==> src/rtl/bit_serializer.sv <==
// bit_serializer
// Parallel-to-serial front end for the serial sequence detector. Words arrive
// over a valid/ready handshake and leave one bit per clock on x. A one-deep
// holding register lets frames run back-to-back. An optional idle gap of GAP
// cycles can be inserted after every word.
//
// Parameters:
//   WIDTH     word width (>= 2)
//   GAP       idle cycles after each word (0..15)
//   IDLE_BIT  level on x when no payload bit is active
//   MSB_FIRST 1 = shift MSB first, 0 = LSB first
//
// Ports:
//   clk        clock, all state changes on the rising edge
//   clr        synchronous active-high reset
//   din        parallel word, sampled only when accepted
//   din_valid  din carries a word
//   din_ready  a word can be taken (holding register empty)
//   x          serial bit
//   x_valid    x carries a payload bit
//   sof        first bit of a word
//   eof        last bit of a word
//   busy       shifting, in a gap, or holding a word
module bit_serializer #(
    parameter int   WIDTH     = 8,
    parameter int   GAP       = 0,
    parameter logic IDLE_BIT  = 1'b1,
    parameter bit   MSB_FIRST = 1'b1
) (
    input  logic             clk,
    input  logic             clr,
    input  logic [WIDTH-1:0] din,
    input  logic             din_valid,
    output logic             din_ready,
    output logic             x,
    output logic             x_valid,
    output logic             sof,
    output logic             eof,
    output logic             busy
);

    localparam int              CW       = (WIDTH > 1) ? $clog2(WIDTH) : 1;
    localparam logic [CW-1:0]   BIT_LAST = CW'(WIDTH - 1);
    localparam logic [3:0]      GAP_LAST = (GAP > 0) ? 4'(GAP - 1) : 4'd0;
    localparam bit              GAP_EN   = (GAP > 0);

    typedef enum logic [1:0] {
        S_IDLE  = 2'b00,
        S_SHIFT = 2'b01,
        S_GAP   = 2'b10
    } state_t;

    state_t           state, state_n;
    logic [WIDTH-1:0] shreg, shreg_n;
    logic [WIDTH-1:0] hold, hold_n;
    logic             hold_full, hold_full_n;
    logic [CW-1:0]    bitcnt, bitcnt_n;
    logic [3:0]       gapcnt, gapcnt_n;
    logic             accept;
    logic             load_pt;
    logic             next_bit;

    // din_ready mirrors !hold_full, so accepting never overwrites a held word.
    assign accept = din_valid && !hold_full;

    // A load point is an edge where shreg may take a new word. The >=
    // comparisons keep a corrupted counter from running past its limit.
    always_comb begin
        load_pt = 1'b0;
        case (state)
            S_IDLE:  load_pt = 1'b1;
            S_SHIFT: load_pt = (bitcnt >= BIT_LAST) && !GAP_EN;
            S_GAP:   load_pt = (gapcnt >= GAP_LAST);
            default: load_pt = 1'b0;
        endcase
    end

    // Next-state logic. A held word always wins over a new one at a load
    // point; a new word accepted at a load point bypasses hold entirely.
    always_comb begin
        state_n     = state;
        shreg_n     = shreg;
        hold_n      = hold;
        hold_full_n = hold_full;
        bitcnt_n    = bitcnt;
        gapcnt_n    = gapcnt;
        if (load_pt) begin
            if (hold_full) begin
                shreg_n     = hold;
                hold_full_n = 1'b0;
                state_n     = S_SHIFT;
                bitcnt_n    = '0;
            end else if (accept) begin
                shreg_n  = din;
                state_n  = S_SHIFT;
                bitcnt_n = '0;
            end else begin
                state_n = S_IDLE;
            end
        end else begin
            if (accept) begin
                hold_n      = din;
                hold_full_n = 1'b1;
            end
            case (state)
                S_SHIFT: begin
                    if (bitcnt >= BIT_LAST) begin
                        state_n  = S_GAP;
                        gapcnt_n = '0;
                    end else begin
                        bitcnt_n = bitcnt + CW'(1);
                    end
                end
                S_GAP:   gapcnt_n = gapcnt + 4'd1;
                default: state_n = S_IDLE;
            endcase
        end
    end

    // Bit presented in the coming cycle, taken from the next-cycle word and
    // counter so that x can be a plain register.
    always_comb begin
        if (MSB_FIRST)
            next_bit = shreg_n[BIT_LAST - bitcnt_n];
        else
            next_bit = shreg_n[bitcnt_n];
    end

    // All state and every output are registered here. Outputs are decoded
    // from the next-state values so they line up with the state they describe.
    always_ff @(posedge clk) begin
        if (clr) begin
            state     <= S_IDLE;
            shreg     <= '0;
            hold      <= '0;
            hold_full <= 1'b0;
            bitcnt    <= '0;
            gapcnt    <= '0;
            x         <= IDLE_BIT;
            x_valid   <= 1'b0;
            sof       <= 1'b0;
            eof       <= 1'b0;
            busy      <= 1'b0;
            din_ready <= 1'b1;
        end else begin
            state     <= state_n;
            shreg     <= shreg_n;
            hold      <= hold_n;
            hold_full <= hold_full_n;
            bitcnt    <= bitcnt_n;
            gapcnt    <= gapcnt_n;
            x         <= (state_n == S_SHIFT) ? next_bit : IDLE_BIT;
            x_valid   <= (state_n == S_SHIFT);
            sof       <= (state_n == S_SHIFT) && (bitcnt_n == '0);
            eof       <= (state_n == S_SHIFT) && (bitcnt_n == BIT_LAST);
            busy      <= (state_n != S_IDLE) || hold_full_n;
            din_ready <= !hold_full_n;
        end
    end

endmodule

==> config.mk <==
export PLATFORM = sky130hd
export DESIGN_NAME = bit_serializer
export DESIGN_NICKNAME = d
export VERILOG_FILES = /design/src/rtl/bit_serializer.sv
export SDC_FILE = /design/constraint.sdc
export NUM_CORES = 1
export LEC_CHECK = 0
export CORE_MARGIN = 2
export CORE_UTILIZATION = 32
export CTS_BUF_LIST = sky130_fd_sc_hd__clkbuf_4 sky130_fd_sc_hd__clkbuf_8
export CTS_CLUSTER_DIAMETER = 50
export DETAILED_ROUTE_END_ITERATION = 10
export PLACE_DENSITY = 0.47
export SLEW_MARGIN = 20
export SYNTH_ARGS = -nofsm -noshare
export SYNTH_HDL_FRONTEND = slang
export SYNTH_SLANG_ARGS = --single-unit
==> constraint.sdc <==
create_clock -name clk -period 2.6 [get_ports clk]
set_input_delay 0.52 -clock clk [delete_from_list [all_inputs] [get_ports clk]]
set_output_delay 0.52 -clock clk [all_outputs]
set_load 0.01 [all_outputs]
# After elaboration in Yosys (flattened, before gate mapping)
# Index checks and enable logic that the tools add are counted.
# classes
addsub,3
magnitude_cmp,3
eq_ne,5
mux,20
bitwise,2
n_reduce_logical,13
# ops
cell,n
2-to-1 mux 8 bit,3
2-to-1 mux 3 bit,5
case mux 4 bit (2 select lines),1
2-to-1 mux 1 bit,5
"adder 4 x 1 -> 4 bit, second input constant",1
"== test 2 x 1 -> 1 bit, second input constant",2
">= comparator 4 x 1 -> 1 bit, second input constant",1
"< comparator 3 x 4 -> 1 bit, second input constant",1
2-to-1 mux 2 bit,2
2-to-1 mux 4 bit,1
case mux 2 bit (2 select lines),1
nonzero test 2 bit,2
"adder 3 x 1 -> 3 bit, second input constant",1
binary-select mux 1 bit (select 3 bit),1
"== test 3 bit, second input constant",1
">= comparator 3 bit, second input constant",1
logical AND 1 bit,3
logical NOT 3 bit,1
case mux 1 bit (3 select lines),1
AND reduction 3 bit,1
"subtractor 3 bit, first input constant",1
"== test 2 bit, second input constant",1
logical NOT 1 bit,2
logical NOT 2 bit,1
5 further kinds,6
# word_totals
register_bits,32
input_bits,11
output_inout_bits,6
elab_cells,58

# Logic depth before layout (Yosys ltp)
# logic_depth
depth_word,8
depth_mapped,10

# Worst setup path after synthesis
# OpenSTA, ideal clock, no wires.
# synth_path
kind,register -> register
from,reg bitcnt[1]
to,reg x
arrival_ns,2.024
path_slack_ns,0.445
stages_incl_launch_ff,10
period_less_slack_ns,2.155
path_cell_list,dfxtp_1 > ha_1 > ha_1 > a211oi_4 > a21o_4 > a32o_2 > nor2_1 > or3_1 > nand3_1 > o211ai_1
# synth_between
elab_chain_len,7
word_cells_on_any_way,18
# synth_rtl
element,line,source
start: declaration,57,"logic [CW-1:0] bitcnt, bitcnt_n;"
start signal: assignment,150,bitcnt <= bitcnt_n;
adder 3 x 1 -> 3 bit or >= comparator 3 bit (tied branches),"111, 72, 107",
2-to-1 mux 3 bit or 2-to-1 mux 2 bit (tied branches),107,if (bitcnt >= BIT_LAST) begin
2-to-1 mux 3 bit or case mux 2 bit (2 select lines) (tied branches),105,case (state)
2-to-1 mux 3 bit or 2-to-1 mux 2 bit (tied branches),87,if (load_pt) begin
subtractor 3 bit or == test 2 x 1 -> 1 bit (tied branches),"124, 152",
binary-select mux 1 bit (select 3 bit) or NOT 1 bit (tied branches),n/a,
2-to-1 mux 1 bit (implied by the code) or OR reduction 2 bit (tied branches),n/a,
end signal: assignment,152,x <= (state_n == S_SHIFT) ? next_bit : IDLE_BIT;
end: declaration,35,"output logic x,"
# Parallel ways exist; a longest one is shown, timed or not. The select of a mux whose other input is x is not followed.
# A chain may end at the register's enable or synchronous reset.

# Final worst setup path
# layout_path
from,reg bitcnt[0]
to,reg x
# Same word-level chain as after synthesis.

==> impl_metrics.env <==
export IMPL_portBuffers=16
export IMPL_drc=0
export IMPL_grt_pass1_wl_um=5120
export IMPL_crit_buf_inv=0
export IMPL_cpPeakStageDelay_ps=370
export IMPL_syn_area_per_cell_sq_um=8.91
export IMPL_crit_fanout=15
export IMPL_cp_data_required_time_ps=2750
export IMPL_grt_pass1_vias=1098
export IMPL_cp_start_kind="flop"
export IMPL_cts_sinks=28
export IMPL_vias=1153
export IMPL_antenna_found_initial=0
export IMPL_rows=24
export IMPL_mostFrequentLayoutCells="dfxtp_1, nor2_1, clkdlybuf4s50_1"
export IMPL_path_cells="ha_1 > ha_1 > a211oi_4 > a21o_4 > a32o_2 > nor2_1 > or3_1 > nand3_1 > o211ai_1"
export IMPL_cts_resized=0
export IMPL_slew_headroom_pct=71.9
export IMPL_ff2ff_path_depth=9
export IMPL_diodes=0
export IMPL_die_height_um=70.1
export IMPL_fin_tns_setup_ps=0
export IMPL_core_area_sq_um=4290
export IMPL_viasPerCell=4.99
export IMPL_path_clk_slew_ps=90
export IMPL_syn2layout_area_growth_pct=23.0
export IMPL_grt_max_degree=22
export IMPL_hold_class="reg -> reg"
export IMPL_ys_seq_area_share_pct=40.1
export IMPL_nNetsFinal=197
export IMPL_cp_end_kind="flop"
export IMPL_drt_iter0_markers=36
export IMPL_fin_crit_sh_pct=91.3
export IMPL_worst_pin_slew_ps=420
export IMPL_synth_edf_count=0
export IMPL_track_usage_pct=13.0
export IMPL_period_needed_ps=2370
export IMPL_cp_arrival_ps=2530
export IMPL_cts_buffers=3
export IMPL_cp_common_cell="ha_1"
export IMPL_boundaryPins=17
export IMPL_slowest_stage="dfxtp_1"
export IMPL_drive_gt1_share_pct=12.3
export IMPL_powerDensity_nw_per_um2=517
export IMPL_synth_flop_cell="dfxtp_1"
export IMPL_cts_tree="yes"
export IMPL_outcome="finished clean"
export IMPL_syn_inst=157
export IMPL_finalWeightedCongestion=0.756
export IMPL_start_util_pct=32.6
export IMPL_ys_async_sr_fraction_pct=0
export IMPL_ys_types=38
export IMPL_path_depth=9
export IMPL_fin_worst_skew_ps=4.09
export IMPL_syn_num_nets=174
export IMPL_htreeDepth=1
export IMPL_cap_viol_max_count=0
export IMPL_worstHoldPathCells=2
export IMPL_wire_per_inst_um=12.8
export IMPL_syn_area_sq_um=1400
export IMPL_final_util_pct=40.1
export IMPL_root_buffer="clkbuf_8"
export IMPL_final_antenna_net_count=0
export IMPL_max_freq_mhz=421
export IMPL_wl_um=2960
export IMPL_worstSkewPairLatency_ps=270
export IMPL_final_common_cell="dfxtp_1"
export IMPL_dr_pass1_iters=4
export IMPL_final_max_slew_viol_count=0
export IMPL_grt_setup_unrepaired="no"
export IMPL_critPathTopFamily="compound AO/OA/AOI/OAI gates"
export IMPL_dp_hpwl_um=2270
export IMPL_peakVddDrop_mv=0.288
export IMPL_hold_viol_final=0
export IMPL_dieArea_sq_um=4920
export IMPL_crit_type="reg -> reg"
export IMPL_clock_path_buffers=2
export IMPL_grt_overflow_total=0
export IMPL_dieWidth_um=70.1
export IMPL_ys_warn_count=0
export IMPL_synth_seq_cells=28
export IMPL_power_leakage_nw=0.701
export IMPL_setup_viol=0
registers in the layout (all words and copies together) (netlist names):
name / flops
bitcnt: 3
busy: 1
din_ready: 1
eof: 1
hold: 8
hold_full: 1
shreg: 8
sof: 1
state: 2
x: 1
x_valid: 1
stage by stage:
| stage | power (mW) | setup slack [ps] | area, sq um | hold slack (ps) | std cells |
|---|---|---|---|---|---|
| 2_1_floorplan | 0.574 | 445 | 1400 | 460 | 157 |
| 3_3_place_gp | 0.629 | 195 | 1640 | 479 | 225 |
| 3_5_place_dp | 0.630 | 180 | 1640 | 487 | 225 |
| 4_1_cts | 0.895 | 198 | 1690 | 510 | 229 |
| 5_1_grt | 0.947 | 45.9 | 1720 | 537 | 231 |
| 6_report | 0.889 | 227 | 1720 | 502 | 231 |
logic make-up after synthesis:
| logic type | Yosys count | synth area share (%) |
|---|---|---|
| buf+inv | 18 | 5.46 |
| simple gates | 57 | 22.0 |
| flops | 28 | 40.1 |
| fa+ha+maj | 6 | 5.37 |
| mux | 10 | 7.16 |
| compound gates | 38 | 19.9 |
synth_stat cells (2+ instances only):
cell,n,share of area (%)
clkbuf_1,3,0.80
o21ai_0,2,0.72
inv_1,11,3.0
nor3b_1,7,3.8
or3_1,2,0.89
nor4bb_1,2,1.4
ha_1,6,5.4
nand3_1,2,0.72
nand2_1,7,1.9
o22ai_1,7,3.1
a211oi_4,2,2.9
dfxtp_1,28,40
nor3_1,3,1.1
nand2b_1,2,0.89
buf_4,2,1.1
nor2_1,25,6.7
mux2i_1,10,7.2
o211ai_1,2,1.1
a21oi_1,15,5.4
power by group:
part           total, mW  switching [mW]  internal (mW)
registers          0.462         0.00980          0.452
logic              0.164          0.0829         0.0810
clock network      0.263           0.128          0.136
area by class of cell:
type | instances | area, sq um
tap | 52 | 65.1
inverter | 12 | 45.0
clock buffer | 4 | 55.1
timing repair buffer | 24 | 233
sequential | 28 | 561
fill | 440 | 2570
multi-input combinational | 111 | 762
path summary, 6_finish.rpt:
kind / slack (ps) / startpoint / to
max reg2reg: 230 / bitcnt[0] / x
min reg2reg: 500 / hold[2] / hold[2]
max: 230 / bitcnt[0] / x
min: 500 / hold[2] / hold[2]
worst register-to-register path: cells and delay by family (launching register included):
family / cells / cell delay (ps)
AO/OA/AOI/OAI: 4 / 970
adder cells (fa/ha/maj): 2 / 460
flip-flops: 1 / 370
AND/OR/NAND/NOR: 3 / 450
timing repair:
item                                    CTS  global route
hold endpoints to repair                  0             0
hold buffers                              0             0
endpoints found under the setup margin    0             1
setup buffers                             0             2
metal layers:
layer | wire (um) | global-route usage [%] | vias to the layer above
li1 | - | - | 594
met1 | 1390 | 16.7 | 534
met2 | 1420 | 21.6 | 20
met3 | 101 | 2.60 | 5
met4 | 46 | 4.49 | 0
met5 | 0 | 0 | -
Note: power is estimated with default switching activity, not from simulation.
